===== src/rtl/idu_pipe_stage.sv =====
// idu_pipe_stage: pipelined RV32I/E decode stage with an integrated register file,
// per-register busy scoreboard (RAW/WAW stall), optional WB->read bypass and flush.
module idu_pipe_stage #(
  parameter int XLEN   = 32,
  parameter int NREG   = 32,
  parameter bit BYPASS = 1'b1,
  localparam int AW    = $clog2(NREG)
) (
  input  logic            clk,
  input  logic            rst,
  input  logic            in_valid,
  output logic            in_ready,
  input  logic [31:0]     in_inst,
  input  logic [XLEN-1:0] in_pc,
  output logic            out_valid,
  input  logic            out_ready,
  output logic [XLEN-1:0] out_pc,
  output logic [3:0]      out_op,
  output logic [2:0]      out_funct3,
  output logic            out_funct7b5,
  output logic [XLEN-1:0] out_imm,
  output logic [XLEN-1:0] out_rs1_data,
  output logic [XLEN-1:0] out_rs2_data,
  output logic [AW-1:0]   out_rd,
  output logic            out_rd_wen,
  input  logic            wb_en,
  input  logic [AW-1:0]   wb_addr,
  input  logic [XLEN-1:0] wb_data,
  input  logic            flush
);

  localparam logic [3:0] OP_LUI     = 4'd0;
  localparam logic [3:0] OP_AUIPC   = 4'd1;
  localparam logic [3:0] OP_JAL     = 4'd2;
  localparam logic [3:0] OP_JALR    = 4'd3;
  localparam logic [3:0] OP_BRANCH  = 4'd4;
  localparam logic [3:0] OP_LOAD    = 4'd5;
  localparam logic [3:0] OP_STORE   = 4'd6;
  localparam logic [3:0] OP_OPIMM   = 4'd7;
  localparam logic [3:0] OP_OP      = 4'd8;
  localparam logic [3:0] OP_EBREAK  = 4'd9;
  localparam logic [3:0] OP_ILLEGAL = 4'd15;

  // Register fields wider than the file only matter for the reduced (RV32E) file.
  localparam bit         SMALL_RF = (NREG < 32);
  localparam logic [5:0] NREG_W   = 6'(NREG);

  // Decode results
  logic [6:0]      opcode;
  logic [2:0]      funct3;
  logic [6:0]      funct7;
  logic [4:0]      rs1_field, rs2_field, rd_field;
  logic [AW-1:0]   rs1_idx, rs2_idx, rd_idx;
  logic [3:0]      dec_op;
  logic [31:0]     imm32;
  logic [XLEN-1:0] dec_imm;
  logic            rs1_used, rs2_used, writes_rd, dec_rd_wen;

  // Hazard / handshake
  logic [NREG-1:0] busy_eff;
  logic            hazard, accept, issue;
  logic [XLEN-1:0] rs1_rd_data, rs2_rd_data;

  // State
  logic [XLEN-1:0] reg_q [NREG];
  logic [XLEN-1:0] reg_d [NREG];
  logic [NREG-1:0] busy_q, busy_d;
  logic            out_valid_q, out_valid_d;
  logic [XLEN-1:0] out_pc_q, out_pc_d;
  logic [3:0]      out_op_q, out_op_d;
  logic [2:0]      out_funct3_q, out_funct3_d;
  logic            out_funct7b5_q, out_funct7b5_d;
  logic [XLEN-1:0] out_imm_q, out_imm_d;
  logic [XLEN-1:0] out_rs1_data_q, out_rs1_data_d;
  logic [XLEN-1:0] out_rs2_data_q, out_rs2_data_d;
  logic [AW-1:0]   out_rd_q, out_rd_d;
  logic            out_rd_wen_q, out_rd_wen_d;

  assign opcode    = in_inst[6:0];
  assign funct3    = in_inst[14:12];
  assign funct7    = in_inst[31:25];
  assign rs1_field = in_inst[19:15];
  assign rs2_field = in_inst[24:20];
  assign rd_field  = in_inst[11:7];
  assign rs1_idx   = rs1_field[AW-1:0];
  assign rs2_idx   = rs2_field[AW-1:0];
  assign rd_idx    = rd_field[AW-1:0];

  // Classify the instruction, build its 32-bit immediate and operand usage.
  always_comb begin
    dec_op    = OP_ILLEGAL;
    imm32     = 32'd0;
    rs1_used  = 1'b0;
    rs2_used  = 1'b0;
    writes_rd = 1'b0;
    case (opcode)
      7'b0110111: begin
        dec_op = OP_LUI; imm32 = {in_inst[31:12], 12'd0}; writes_rd = 1'b1;
      end
      7'b0010111: begin
        dec_op = OP_AUIPC; imm32 = {in_inst[31:12], 12'd0}; writes_rd = 1'b1;
      end
      7'b1101111: begin
        dec_op = OP_JAL; writes_rd = 1'b1;
        imm32 = {{12{in_inst[31]}}, in_inst[19:12], in_inst[20], in_inst[30:21], 1'b0};
      end
      7'b1100111: if (funct3 == 3'b000) begin
        dec_op = OP_JALR; rs1_used = 1'b1; writes_rd = 1'b1;
        imm32 = {{20{in_inst[31]}}, in_inst[31:20]};
      end
      7'b1100011: if (funct3 != 3'b010 && funct3 != 3'b011) begin
        dec_op = OP_BRANCH; rs1_used = 1'b1; rs2_used = 1'b1;
        imm32 = {{20{in_inst[31]}}, in_inst[7], in_inst[30:25], in_inst[11:8], 1'b0};
      end
      7'b0000011: if (funct3 != 3'b011 && funct3 != 3'b110 && funct3 != 3'b111) begin
        dec_op = OP_LOAD; rs1_used = 1'b1; writes_rd = 1'b1;
        imm32 = {{20{in_inst[31]}}, in_inst[31:20]};
      end
      7'b0100011: if (funct3 == 3'b000 || funct3 == 3'b001 || funct3 == 3'b010) begin
        dec_op = OP_STORE; rs1_used = 1'b1; rs2_used = 1'b1;
        imm32 = {{20{in_inst[31]}}, in_inst[31:25], in_inst[11:7]};
      end
      7'b0010011: begin
        dec_op = OP_OPIMM; rs1_used = 1'b1; writes_rd = 1'b1;
        imm32 = {{20{in_inst[31]}}, in_inst[31:20]};
      end
      7'b0110011: if (funct7 == 7'b0000000 || funct7 == 7'b0100000) begin
        dec_op = OP_OP; rs1_used = 1'b1; rs2_used = 1'b1; writes_rd = 1'b1;
      end
      7'b1110011: if (in_inst == 32'h0010_0073) begin
        dec_op = OP_EBREAK;
      end
      default: ;
    endcase
    // A register field outside the reduced file turns the whole thing into a trap.
    if (SMALL_RF && ((rs1_used  && ({1'b0, rs1_field} >= NREG_W)) ||
                     (rs2_used  && ({1'b0, rs2_field} >= NREG_W)) ||
                     (writes_rd && ({1'b0, rd_field}  >= NREG_W)))) begin
      dec_op    = OP_ILLEGAL;
      imm32     = 32'd0;
      rs1_used  = 1'b0;
      rs2_used  = 1'b0;
      writes_rd = 1'b0;
    end
  end

  assign dec_imm    = XLEN'($signed(imm32));
  assign dec_rd_wen = writes_rd & (rd_idx != '0);

  // A busy bit being cleared by this cycle's write-back only stops blocking when forwarding is on.
  genvar gi;
  generate
    for (gi = 0; gi < NREG; gi++) begin : g_busy_eff
      assign busy_eff[gi] = busy_q[gi] & ~(BYPASS & wb_en & (wb_addr == AW'(gi)));
    end
  endgenerate

  // Hazard detection, input handshake and operand read (with optional forwarding).
  always_comb begin
    hazard = in_valid & ((rs1_used   & busy_eff[rs1_idx]) |
                         (rs2_used   & busy_eff[rs2_idx]) |
                         (dec_rd_wen & busy_eff[rd_idx]));
    // Nothing is taken while reset is held, even though the outputs already look empty.
    in_ready = rst & (~out_valid_q | out_ready) & ~hazard & ~flush;
    accept   = in_valid & in_ready;
    issue    = out_valid_q & out_ready & ~flush;

    rs1_rd_data = '0;
    if (rs1_used && rs1_idx != '0)
      rs1_rd_data = (BYPASS && wb_en && wb_addr == rs1_idx) ? wb_data : reg_q[rs1_idx];
    rs2_rd_data = '0;
    if (rs2_used && rs2_idx != '0)
      rs2_rd_data = (BYPASS && wb_en && wb_addr == rs2_idx) ? wb_data : reg_q[rs2_idx];
  end

  // Next state: register file write, scoreboard update, output bundle load/drop.
  always_comb begin
    reg_d          = reg_q;
    busy_d         = busy_q;
    out_valid_d    = out_valid_q;
    out_pc_d       = out_pc_q;
    out_op_d       = out_op_q;
    out_funct3_d   = out_funct3_q;
    out_funct7b5_d = out_funct7b5_q;
    out_imm_d      = out_imm_q;
    out_rs1_data_d = out_rs1_data_q;
    out_rs2_data_d = out_rs2_data_q;
    out_rd_d       = out_rd_q;
    out_rd_wen_d   = out_rd_wen_q;

    if (wb_en && wb_addr != '0) begin
      reg_d[wb_addr]  = wb_data;
      busy_d[wb_addr] = 1'b0;
    end
    // Applied after the write-back clear so an issue to the same register keeps it busy.
    if (issue && out_rd_wen_q)
      busy_d[out_rd_q] = 1'b1;

    if (flush) begin
      out_valid_d = 1'b0;
    end else if (accept) begin
      out_valid_d    = 1'b1;
      out_pc_d       = in_pc;
      out_op_d       = dec_op;
      out_funct3_d   = funct3;
      out_funct7b5_d = in_inst[30];
      out_imm_d      = dec_imm;
      out_rs1_data_d = rs1_rd_data;
      out_rs2_data_d = rs2_rd_data;
      out_rd_d       = rd_idx;
      out_rd_wen_d   = dec_rd_wen;
    end else if (issue) begin
      out_valid_d = 1'b0;
    end
  end

  // State registers with synchronous active-low reset.
  always_ff @(posedge clk) begin
    if (!rst) begin
      for (int i = 0; i < NREG; i++) reg_q[i] <= '0;
      busy_q         <= '0;
      out_valid_q    <= 1'b0;
      out_pc_q       <= '0;
      out_op_q       <= '0;
      out_funct3_q   <= '0;
      out_funct7b5_q <= 1'b0;
      out_imm_q      <= '0;
      out_rs1_data_q <= '0;
      out_rs2_data_q <= '0;
      out_rd_q       <= '0;
      out_rd_wen_q   <= 1'b0;
    end else begin
      reg_q          <= reg_d;
      busy_q         <= busy_d;
      out_valid_q    <= out_valid_d;
      out_pc_q       <= out_pc_d;
      out_op_q       <= out_op_d;
      out_funct3_q   <= out_funct3_d;
      out_funct7b5_q <= out_funct7b5_d;
      out_imm_q      <= out_imm_d;
      out_rs1_data_q <= out_rs1_data_d;
      out_rs2_data_q <= out_rs2_data_d;
      out_rd_q       <= out_rd_d;
      out_rd_wen_q   <= out_rd_wen_d;
    end
  end

  assign out_valid    = out_valid_q;
  assign out_pc       = out_pc_q;
  assign out_op       = out_op_q;
  assign out_funct3   = out_funct3_q;
  assign out_funct7b5 = out_funct7b5_q;
  assign out_imm      = out_imm_q;
  assign out_rs1_data = out_rs1_data_q;
  assign out_rs2_data = out_rs2_data_q;
  assign out_rd       = out_rd_q;
  assign out_rd_wen   = out_rd_wen_q;

endmodule


===== config.mk =====
export PLATFORM = sky130hd
export DESIGN_NAME = idu_pipe_stage
export DESIGN_NICKNAME = d
export VERILOG_FILES = /design/src/rtl/idu_pipe_stage.sv
export SDC_FILE = /design/constraint.sdc
export NUM_CORES = 2
export LEC_CHECK = 0
export BUFFER_PORTS_ARGS = -buffer_cell sky130_fd_sc_hd__buf_4
export CELL_PAD_IN_SITES_DETAIL_PLACEMENT = 1
export CELL_PAD_IN_SITES_GLOBAL_PLACEMENT = 2
export CORE_MARGIN = 3
export CORE_UTILIZATION = 41
export CTS_BUF_LIST = sky130_fd_sc_hd__clkbuf_8
export DETAILED_ROUTE_END_ITERATION = 6
export PLACE_DENSITY = 0.85
export SLEW_MARGIN = 10
export SYNTH_ARGS = -nofsm -noshare
export SYNTH_HDL_FRONTEND = slang
export SYNTH_SLANG_ARGS = --single-unit
export TNS_END_PERCENT = 30

===== constraint.sdc =====
create_clock -name clk -period 4.1 [get_ports clk]
set_input_delay 0.41 -clock clk [delete_from_list [all_inputs] [get_ports clk]]
set_output_delay 0.41 -clock clk [all_outputs]
set_load 0.01 [all_outputs]

==> impl_metrics.py <==
metrics = {
    "final_layout": {
        "final_cell_mix": "nand2_1, dfxtp_1, a21oi_1, mux4_2, buf_4",
        "fin_area_um2": 68920,
        "drive_gt1_share_pct": 21.41,
        "n_fill_cell": 16422,
        "final_common_cell": "nand2_1",
        "syn_to_final_growth_pct": 15.13,
        "nets": 6707,
    },
    "cts": {
        "cts_inserted_buffers": 212,
        "cts_buffer_depth": 3,
        "cts_tree": "done",
        "htree_levels": 4,
        "clockRootBuffer": "clkbuf_8",
        "clk_latency_ps": 970,
        "numClockSinks": 1199,
        "cts_setup_buffers": 0,
        "clk_pin_slew_ps": 60,
    },
    "power_and_ir_drop": {
        "power.density_nw_per_um2": 371.0,
        "p_leak_nw": 23.40,
        "ir_drop_mv": 0.2526,
    },
    "floorplan": {
        "dieHeight_um": 388.1,
        "rows": 139,
        "io_pins": 251,
        "core_um2": 144400,
        "die_area_um2": 150600,
        "start_util_pct": 41.47,
        "fp.dieW_um": 388.1,
    },
    "min_path": {
        "min-delay-start": "in_inst[16]",
        "holdPathStages": 3,
        "hold_path_class": "input pin to flip-flop",
        "timing.hold.worst_endpoint": "out_imm[16]",
    },
    "logic_synthesis": {
        "syn_avg_cell_area_um2": 9.094,
        "netlist_instances": 6583,
        "synth_edf_count": 0,
        "synth.yosys.seq_area_share_pct": 40.09,
        "syn_area_um2": 59870,
        "ys.flop_type": "dfxtp_1",
        "syn-num-nets": 6690,
        "yosysWarnings": 0,
        "synth-async-reset-ratio_pct": 0,
        "yosys_register_bits": 1199,
        "ys_types": 68,
    },
    "placement": {
        "gp_congestion": 0.9373,
        "numPortBuffers": 250,
        "placedInstanceArea_um2": 63540,
        "hpwl_um": 147100,
    },
    "routing": {
        "wl_per_cell_um": 29.97,
        "drt_pre_antenna_iters": 5,
        "post_drt_via_cell_ratio": 6.275,
        "drt_iter0_drc": 5874,
        "drcViolationCount": 0,
        "wl_um": 260100,
        "dr_total_vias": 54455,
        "ant_nets": 0,
    },
    "sta": {
        "skew_ps": 55.10,
        "tightest_slew_ps": 1115,
        "tns_ps": 0,
        "period_share_pct": 94.56,
        "max_freq_mhz": 257.9,
        "setup_viol": 0,
        "grt_setup_unrepaired": "false",
        "slew_headroom_pct": 25.40,
        "slew_violations": 0,
        "finalHoldViolCount": 0,
        "timing.final.crit_period_ps": 3877,
    },
    "worst_setup_path": {
        "critPathArrivalTime_ps": 3470,
        "required_ps": 3690,
        "reg2reg_depth": 9,
        "r2r-start": "busy_q[18]",
        "cpMostUsedCell": "buf_4",
        "slowest_stage": "or4_1",
        "reg2reg_slack_ps": 690,
        "path_class": "input pin to output pin",
        "cp.depth": 12,
        "cp_top_family": "simple AND/OR/NAND/NOR gates",
        "max_stage_delay_ps": 610,
        "worstPathMaxFanout": 4,
        "rr_endpoint": "out_valid",
        "crit_buf_inv": 4,
        "crit_chain": "dlygate4sd3_1, buf_4, or4_1, nor4_1, buf_4, a2bb2oi_1, o21ai_0, nor4b_2, a21oi_1, nand3_1, a21boi_0, buf_4",
        "cp-end-kind": "output pin",
        "worst_setup_path_start_kind": "input pin",
    },
    "global_routing": {
        "grt.overflow.total": 0,
        "grt_max_degree": 208,
        "grt_pass1_wl_um": 377100,
        "antenna_found_initial": 17,
        "grt_pass1_vias": 55795,
        "grtUsageTotal_pct": 33.80,
    },
    "run_status": {
        "outcome": "finished, final reports clean",
    },
    "run": {
        "cap_violations": 0,
    },
}
[kinds of logic after synthesis]
logic type                share of synthesized area (%)
buffers and inverters                             4.654
xor gates and xnor gates                         0.1463
and+or+nand+nor                                   17.00
muxes                                             26.51
DFF                                               40.09
AOI/OAI and AO/OA                                 11.60
[metal layers]
metal	routed length [um]	global-route usage (%)	vias up	part of all wire, %
met1	100700	42.51	27758	39
met4	14410	18.14	8	5.5
met5	43	0	-	0.017
met3	23890	7.466	787	9.2
li1	-	-	23077	-
met2	121100	54.34	2825	47
[worst max path at each step]
stage                      from              end
CTS                 in_inst[26]         in_ready
floorplan            wb_addr[0]         in_ready
global placement    in_inst[26]  out_rs2_data[2]
detailed placement  in_inst[26]  out_rs1_data[3]
global route        in_inst[26]         in_ready
finish              in_inst[26]         in_ready
[sequential cells by signal (all words and copies together) (netlist names)]
name          cells
reg_q          1024
out_op            4
out_funct7b5      1
out_valid         1
out_funct3        3
out_pc           32
out_rs2_data     32
out_rs1_data     32
out_rd            5
out_imm          32
busy_q           32
out_rd_wen        1
[Yosys cell counts, types with 17 or more instances]
| cell | count | share of area, % |
|---|---|---|
| buf_1 | 45 | 0.28 |
| a21oi_1 | 1054 | 8.8 |
| clkbuf_1 | 586 | 3.7 |
| mux4_2 | 645 | 24 |
| o21ai_0 | 85 | 0.71 |
| nor2_1 | 58 | 0.36 |
| mux2i_1 | 133 | 2.2 |
| nand2_1 | 2309 | 14 |
| nand3_1 | 87 | 0.73 |
| buf_2 | 41 | 0.34 |
| dfxtp_1 | 1199 | 40 |
| and2_1 | 40 | 0.42 |
| o211ai_1 | 95 | 1.2 |
| clkbuf_2 | 17 | 0.14 |
[worst reg2reg max path, stage by stage, from the launching register on]
cell and delay (ps):
dfxtp_1 320, o21ai_0 220, mux4_2 510, a2111oi_1 620, a32oi_4 120, buf_4 220, nand2_4 310, buf_4 310
a21oi_1 110, dlygate4sd3_1 560
[area by class of cell]
| cell class | instances | area [um^2] | share of cell area, % |
|---|---|---|---|
| Sequential cell | 1199 | 24000 | 34.82 |
| Clock inverter | 103 | 545.5 | 0.7915 |
| Multi-Input combinational cell | 4674 | 33480 | 48.57 |
| Antenna cell | 7 | 17.52 | 0.02541 |
| Inverter | 11 | 48.80 | 0.07080 |
| Clock buffer | 279 | 3840 | 5.571 |
| Timing Repair Buffer | 502 | 4611 | 6.689 |
| Tap cell | 1903 | 2381 | 3.455 |
[power by group]
part           switching, mW  leakage, nW  internal, mW
registers             0.0798         9.67          11.8
clock network           5.38         2.53          6.24
logic                   1.42         11.2         0.699
[repair_timing]
action / 4_1_cts / 5_1_grt
hold buffers: 97 / 0
resized for setup: 0 / 2
endpoints found under the hold margin: 1135 / 0
endpoints found under the setup margin: 0 / 1
[through the flow]
stage	hold WS, ps	util, %	worst slack (ps)	cells	power, mW
floorplan	442.9	-	866.8	6583	13.32
global placement	443.5	44.02	480.9	8192	14.08
detailed placement	450.1	44.02	417.0	8192	14.10
CTS	0.2630	47.73	73.22	8671	25.69
global route	66.20	47.74	46.09	8673	26.39
finish	90.89	47.75	223.0	8678	25.57
Note: power is estimated with default switching activity, not from simulation.
